===== src/rtl/game_ctrl_fsm.sv =====
// Game-control sequencer: seed source select, LFSR control, paced generation ticks, run/pause/step.
// Optional auto-stop at max_gen is enabled by defining GAME_CTRL_AUTOSTOP_EN.
module game_ctrl_fsm #(
    parameter int GEN_W = 16,
    parameter int DIV_W = 24
) (
    input  logic             clk,
    input  logic             reset,
    input  logic             start,
    input  logic             rand_seed,
    input  logic             pause,
    input  logic             step,
    input  logic [DIV_W-1:0] speed_div,
    input  logic [GEN_W-1:0] max_gen,
    output logic             mux_start,
    output logic             show_rand_seed,
    output logic             lfsr_begin,
    output logic             lfsr_load,
    output logic             gen_tick,
    output logic [GEN_W-1:0] gen_count,
    output logic             running,
    output logic             done
);

    typedef enum logic [2:0] {
        S_IDLE,
        S_SEED_RAND,
        S_LOAD,
        S_RUN,
        S_PAUSE,
        S_DONE
    } state_t;

    state_t             state_q, state_d;
    logic               start_prev_q, step_prev_q;
    logic               src_rand_q, src_rand_d;
    logic [DIV_W-1:0]   div_cnt_q, div_cnt_d;
    logic [GEN_W-1:0]   gen_count_q, gen_count_d;
    logic               gen_tick_q, gen_tick_d;
    logic               start_e, step_e;
    logic               div_wrap;
    logic [GEN_W-1:0]   gen_count_inc;
    logic               stop_hit;

    assign start_e       = start & ~start_prev_q;
    assign step_e        = step & ~step_prev_q;
    assign div_wrap      = (div_cnt_q == speed_div);
    assign gen_count_inc = gen_count_q + 1'b1;

`ifdef GAME_CTRL_AUTOSTOP_EN
    assign stop_hit = (max_gen != '0) && (gen_count_inc == max_gen);
`else
    logic unused_max_gen;
    assign unused_max_gen = ^max_gen;
    assign stop_hit       = 1'b0;
`endif

    always_comb begin
        state_d     = state_q;
        src_rand_d  = src_rand_q;
        div_cnt_d   = div_cnt_q;
        gen_count_d = gen_count_q;
        gen_tick_d  = 1'b0;

        case (state_q)
            S_IDLE: begin
                if (start_e) begin
                    state_d    = S_LOAD;
                    src_rand_d = rand_seed;
                end else if (rand_seed) begin
                    state_d = S_SEED_RAND;
                end
            end
            S_SEED_RAND: begin
                if (start_e) begin
                    state_d    = S_LOAD;
                    src_rand_d = 1'b1;
                end else if (!rand_seed) begin
                    state_d = S_IDLE;
                end
            end
            S_LOAD: begin
                state_d     = S_RUN;
                div_cnt_d   = '0;
                gen_count_d = '0;
            end
            S_RUN: begin
                // div_cnt only advances while actually running, so a pause freezes the phase
                if (start_e) begin
                    state_d = S_IDLE;
                end else if (pause) begin
                    state_d = S_PAUSE;
                end else begin
                    div_cnt_d  = div_wrap ? '0 : div_cnt_q + 1'b1;
                    gen_tick_d = div_wrap;
                    if (div_wrap && stop_hit) begin
                        state_d = S_DONE;
                    end
                end
            end
            S_PAUSE: begin
                if (start_e) begin
                    state_d = S_IDLE;
                end else if (!pause) begin
                    state_d = S_RUN;
                end else if (step_e) begin
                    gen_tick_d = 1'b1;
                    if (stop_hit) begin
                        state_d = S_DONE;
                    end
                end
            end
            S_DONE: begin
                if (start_e) begin
                    state_d = S_IDLE;
                end
            end
            default: begin
                state_d = S_IDLE;
            end
        endcase

        if (gen_tick_d) begin
            gen_count_d = gen_count_inc;
        end
    end

    always_ff @(posedge clk) begin
        if (reset) begin
            state_q      <= S_IDLE;
            start_prev_q <= 1'b1;
            step_prev_q  <= 1'b1;
            src_rand_q   <= 1'b0;
            div_cnt_q    <= '0;
            gen_count_q  <= '0;
            gen_tick_q   <= 1'b0;
        end else begin
            state_q      <= state_d;
            start_prev_q <= start;
            step_prev_q  <= step;
            src_rand_q   <= src_rand_d;
            div_cnt_q    <= div_cnt_d;
            gen_count_q  <= gen_count_d;
            gen_tick_q   <= gen_tick_d;
        end
    end

    always_comb begin
        mux_start      = (state_q == S_LOAD) || (state_q == S_RUN) ||
                         (state_q == S_PAUSE) || (state_q == S_DONE);
        show_rand_seed = (state_q == S_SEED_RAND) || (mux_start && src_rand_q);
        lfsr_begin     = (state_q == S_SEED_RAND);
        lfsr_load      = (state_q == S_LOAD) && src_rand_q;
        gen_tick       = gen_tick_q;
        gen_count      = gen_count_q;
        running        = (state_q == S_RUN);
`ifdef GAME_CTRL_AUTOSTOP_EN
        done           = (state_q == S_DONE);
`else
        done           = 1'b0;
`endif
    end

endmodule


===== config.mk =====
export PLATFORM = sky130hd
export DESIGN_NAME = game_ctrl_fsm
export DESIGN_NICKNAME = d
export VERILOG_FILES = /design/src/rtl/game_ctrl_fsm.sv
export SDC_FILE = /design/constraint.sdc
export NUM_CORES = 1
export LEC_CHECK = 0
export BUFFER_PORTS_ARGS = -buffer_cell sky130_fd_sc_hd__buf_4
export CAP_MARGIN = 0
export CORE_MARGIN = 2
export CORE_UTILIZATION = 27
export DETAILED_ROUTE_END_ITERATION = 8
export SKIP_CTS_REPAIR_TIMING = 1
export SKIP_LAST_GASP = 1
export SLEW_MARGIN = 20
export SYNTH_ARGS = -nofsm -noshare
export SYNTH_HDL_FRONTEND = slang
export SYNTH_SLANG_ARGS = --single-unit

===== constraint.sdc =====
create_clock -name clk -period 2.9 [get_ports clk]
set_clock_uncertainty 0.2 [all_clocks]
set_input_delay 0.58 -clock clk [delete_from_list [all_inputs] [get_ports clk]]
set_output_delay 0.58 -clock clk [all_outputs]
set_load 0.05 [all_outputs]

## After elaboration in Yosys (flattened, before gate mapping)

Index checks and enable logic that the tools add are counted.
Widths: inputs -> output; s select.

| cells by class | value |
|---|---|
| reductions and logical operators | 13 |
| equality and inequality tests | 15 |
| add/subtract/negate cells | 2 |
| muxes and demuxes | 25 |
| bitwise logic cells | 4 |

Operators with widths:

| kind | count |
|---|---|
| $mux 24 | 3 |
| $pmux 24 s2 | 1 |
| $mux 16 | 2 |
| $mux 3 | 9 |
| $add 24x1->24 const B | 1 |
| $eq 24x24->1 | 1 |
| $pmux 3 s6 | 1 |
| $add 16x1->16 const B | 1 |
| $ne 2x2->1 const B | 4 |
| $mux 1 | 7 |
| $eq 3x2->1 const B | 2 |
| $eq 3x3->1 const B | 2 |
| $ne 3x2->1 const B | 2 |
| $ne 3x3->1 const B | 2 |
| $reduce_and 3->1 | 2 |
| $reduce_bool 2->1 | 3 |
| $reduce_and 5->1 | 1 |
| $logic_or 1x1->1 | 4 |
| $pmux 1 s2 | 2 |
| $eq 3x1->1 const B | 1 |
| $logic_not 3->1 | 1 |
| $and 1x1->1 | 2 |
| $logic_and 1x1->1 | 2 |
| $ne 2x1->1 const B | 1 |
| $not 1->1 | 2 |

| storage, ports and cells | value |
|---|---|
| logic and storage cells | 66 |
| output and inout bits | 23 |
| register bits after elaboration | 47 |
| input port bits | 46 |

## Logic depth before layout (Yosys ltp)

| logic depth | value |
|---|---|
| depth after elaboration | 7 |
| depth in mapped cells | 8 |
| mapped depth without buffers | 7 |

## Worst setup path before layout

OpenSTA, ideal clock, no wires.

| path | value |
|---|---|
| path type | register to output |
| start | reg state_q[2] |
| end | out show_rand_seed |
| slack | 0.153 ns |
| cell stages (with the launch flop) | 4 |
| buffers on the path | 1 |
| required time | 2.120 ns |
| arrival | 1.967 ns |
| cell sequence | dfxtp_1 -> clkbuf_1 -> xor2_1 -> a21o_1 |

| on the way | value |
|---|---|
| longest elaborated chain between the ends | 6 |
| elaborated cells on any way between the ends | 10 |
| classes of those cells | eq/ne: 5; reduce/logical: 5 |

RTL lines:

| element | RTL line | RTL |
|---|---|---|
| start: declaration | 34 | `state_t state_q, state_d;` |
| start signal: assignment | 138 | `state_q <= state_d;` |
| $eq 3x2->1 | 149 | `mux_start = (state_q == S_LOAD) \|\| (state_q == S_RUN) \|\|` |
| $logic_or 1x1->1 (2 in series) | 149 |  |
| $logic_or 1x1->1 (*) | 150 | `(state_q == S_PAUSE) \|\| (state_q == S_DONE);` |
| via mux_start | 15 | `output logic mux_start,` |
| $logic_and 1x1->1 (*) | 151 | `show_rand_seed = (state_q == S_SEED_RAND) \|\| (mux_start && src_rand_q);` |
| $logic_or 1x1->1 (*) | 151 |  |
| end: declaration | 16 | `output logic show_rand_seed,` |

Mark *: on every way through the listed nets, which the timed path passes. The rest lies on a longest branch.

## Worst setup path after layout

| path | value |
|---|---|
| start | reg div_cnt_q[13] |
| end | reg gen_count_q[3], in the netlist gen_count[3] |

| on the way | value |
|---|---|
| longest elaborated chain between the ends | 5 |
| elaborated cells on any way between the ends | 6 |
| classes of those cells | eq/ne: 1; mux: 4; reduce/logical: 1 |

RTL lines:

| element | RTL line | RTL |
|---|---|---|
| start: declaration | 37 | `logic [DIV_W-1:0] div_cnt_q, div_cnt_d;` |
| start signal: assignment | 142 | `div_cnt_q <= div_cnt_d;` |
| $eq 24x24->1 (*) | 47 | `assign div_wrap = (div_cnt_q == speed_div);` |
| $mux 1 (*) | 91 | `end else if (pause) begin` |
| $mux 1 (*) | 89 | `if (start_e) begin` |
| $pmux 1 s2 (*) | 65 | `case (state_q)` |
| $mux 16 or $reduce_bool 2->1 (tied branches) | - |  |
| end signal: assignment | 143 | `gen_count_q <= gen_count_d;` |
| end: declaration | 38 | `logic [GEN_W-1:0] gen_count_q, gen_count_d;` |

Mark *: on every way between the ends. The rest lies on a longest branch, timed or not.
A chain may end at the register's enable or synchronous reset.

==> flow_metrics.tcl <==
set metrics [dict create \
    status "completed" \
    total_power_mw 1.58 \
    maxCapViolCount 0 \
    area_growth_syn_to_layout_pct 24.3 \
    powerDensity_nw_per_um2 447 \
    root_buffer "clkbuf_8" \
    synth_top_area_frac 0.331 \
    setup_viol 0 \
    cts_inserted_buffers 5 \
    design_area_um2 3540 \
    synth_top_cells_by_area "dfxtp_1 33%, xnor2_1 12%, nor2_1 5.1%" \
    drive_above_1_share 0.198 \
    path_clk_slew_ps 100 \
    coreArea_um2 10300 \
    die_h_um 107 \
    placed_cell_area_um2 3400 \
    critPathLaunchType "register" \
    num_rows 37 \
    start_util 0.277 \
    die_x_um 107 \
    postRouteWirelength_um 7240 \
    criticalPathCategory "reg -> reg" \
    rsz0062_at_grt "false" \
    min_path_type "in -> reg" \
    fin_crit_sh 0.899 \
    ctsHtreeMaxLevel 2 \
    grt-ovfl-total 0 \
    whs_ps 276 \
    synth_edf_count 0 \
    drtPass1Iterations 5 \
    reg2reg_depth 6 \
    crit_required_ps 2910 \
    cts_tree "yes" \
    yosysWarnings 0 \
    layout.cells.non_filler 541 \
    routedWlPerCell_um 13.4 \
    endpoint_kind "register" \
    synth_commonest_cells "47 x dfxtp_1, 39 x nor2_1, 38 x xnor2_1, 27 x nand2_1, 22 x a21oi_1" \
    ant_nets 0 \
    num_vias 2680 \
    grt_pass1_vias 2520 \
    boundaryPins 69 \
    yosysMostFrequentCell "dfxtp_1" \
    tightest_slew_ps 759 \
    syn_area_um2 2850 \
    drc 0 \
    syn-mean-instance-area_um2 8.06 \
    finalHoldViolCount 0 \
    cp.arrival_ps 2620 \
    synthArstFlopShare 0 \
    ys_ff_latch 47 \
    setup_tns_ps 0 \
    dp_cells 533 \
    grt_pass1_wl_um 12000 \
    dp_hpwl_um 5570 \
    fmax_mhz 383 \
    n_antenna_cell 0 \
    synth_fp_nets 401 \
    worst_skew_pair.late_latency_ps 310 \
    globalplace.congestion 0.864 \
    antenna_found_initial 0 \
    slew_headroom 0.493 \
    fin_nets 452 \
    io_buffers 51 \
    grt_usage 0.130 \
    regToRegSetupSlack_ps 290 \
    synth_cells 353 \
    routed_via_density 4.95 \
    synthFlopType "dfxtp_1" \
    die_area_um2 11400 \
    netlist-cell-type-count 51 \
    yosys.area.top_type "dfxtp_1" \
    drt_iter0_drc 89 \
    grt_max_degree 36 \
    clock-sinks 47 \
    power_leakage_nw 1.29 \
    yosysSeqAreaShare 0.331 \
    whs_path_depth 2 \
    crit_path_max_fanout 10 \
    period_needed_ps 2610 \
    slew_violations 0 \
    clockBufferDepth 2 \
    max-vdd-ir-drop_mv 0.184 \
]
==> routing by layer <==
| layer | GRT usage | share of wire | wire length, um | vias up |
|---|---|---|---|---|
| li1 | - | - | - | 1355 |
| met1 | 0.178 | 0.50 | 3590 | 1250 |
| met2 | 0.210 | 0.45 | 3270 | 67 |
| met3 | 0.0225 | 0.043 | 309 | 8 |
| met4 | 0.0390 | 0.010 | 76 | 0 |
| met5 | 0 | 0 | 0 | - |
==> cell usage in the layout, fill, tap and decap left out, types with 7 or more instances in the layout <==
cell	netlist	final
buf_4	1	58
dfxtp_1	47	47
nor2_1	39	39
xnor2_1	38	38
nand2_1	27	27
a21oi_1	22	22
nand3_1	16	16
nand4_1	15	15
nor3_1	15	15
a21o_1	10	10
or3_1	10	10
nand3b_1	9	9
inv_1	7	7
xor2_1	7	7
nand2b_1	7	7
nor4_1	7	7
==> where the power goes <==
group / total (mW) / internal, mW / switching (mW)
clock network: 0.584 / 0.344 / 0.240
registers: 0.687 / 0.659 / 0.0280
logic: 0.309 / 0.122 / 0.187
==> registers in the layout, indices dropped and copies added (netlist names) <==
name and flops:
gen_count 16, start_prev_q 1, state_q 3, src_rand_q 1
div_cnt_q 24, gen_tick 1, step_prev_q 1
==> kinds of logic (layout without fill, tap and decap cells) <==
group | count (synthesis) | in the layout | synth area share
xor gates and xnor gates | 47 | 47 | 0.154
adders and majority gates | 2 | 2 | 0.00879
buffers and inverters | 22 | 74 | 0.0339
DFF | 47 | 47 | 0.331
AOI/OAI and AO/OA | 58 | 58 | 0.142
and+or+nand+nor | 176 | 176 | 0.330
other | 1 | 1 | 0.00132
==> final timing paths <==
check                                    from            to
worst max register to register  div_cnt_q[13]  gen_count[3]
worst min-delay path                    start  start_prev_q
worst min register to register   gen_count[1]  gen_count[1]
worst max-delay path            div_cnt_q[13]  gen_count[3]
==> metrics by stage <==
step | utilization | setup slack (ps)
floorplan | - | 153
global placement | 0.331 | 56.2
detailed placement | 0.331 | 44.2
CTS | 0.344 | 262
global route | 0.344 | 94.3
finish | 0.344 | 292
==> worst max-delay path, cell delays in order (launching register included) <==
cell and delay [ps]:
dfxtp_1 550, xnor2_4 170, nand4_1 130, or4_4 580
o31ai_2 360, a211oi_2 250, a22o_1 280
==> final cells by class <==
| class | count | area [um2] |
|---|---|---|
| Clock buffer | 5 | 68.8 |
| Clock inverter | 3 | 67.6 |
| Timing Repair Buffer | 59 | 455 |
| Fill cell | 1098 | 6740 |
| Multi-Input combinational cell | 284 | 1810 |
| Sequential cell | 47 | 941 |
| Tap cell | 136 | 170 |
| Inverter | 7 | 26.3 |
Power figures use the tool's default switching activity.
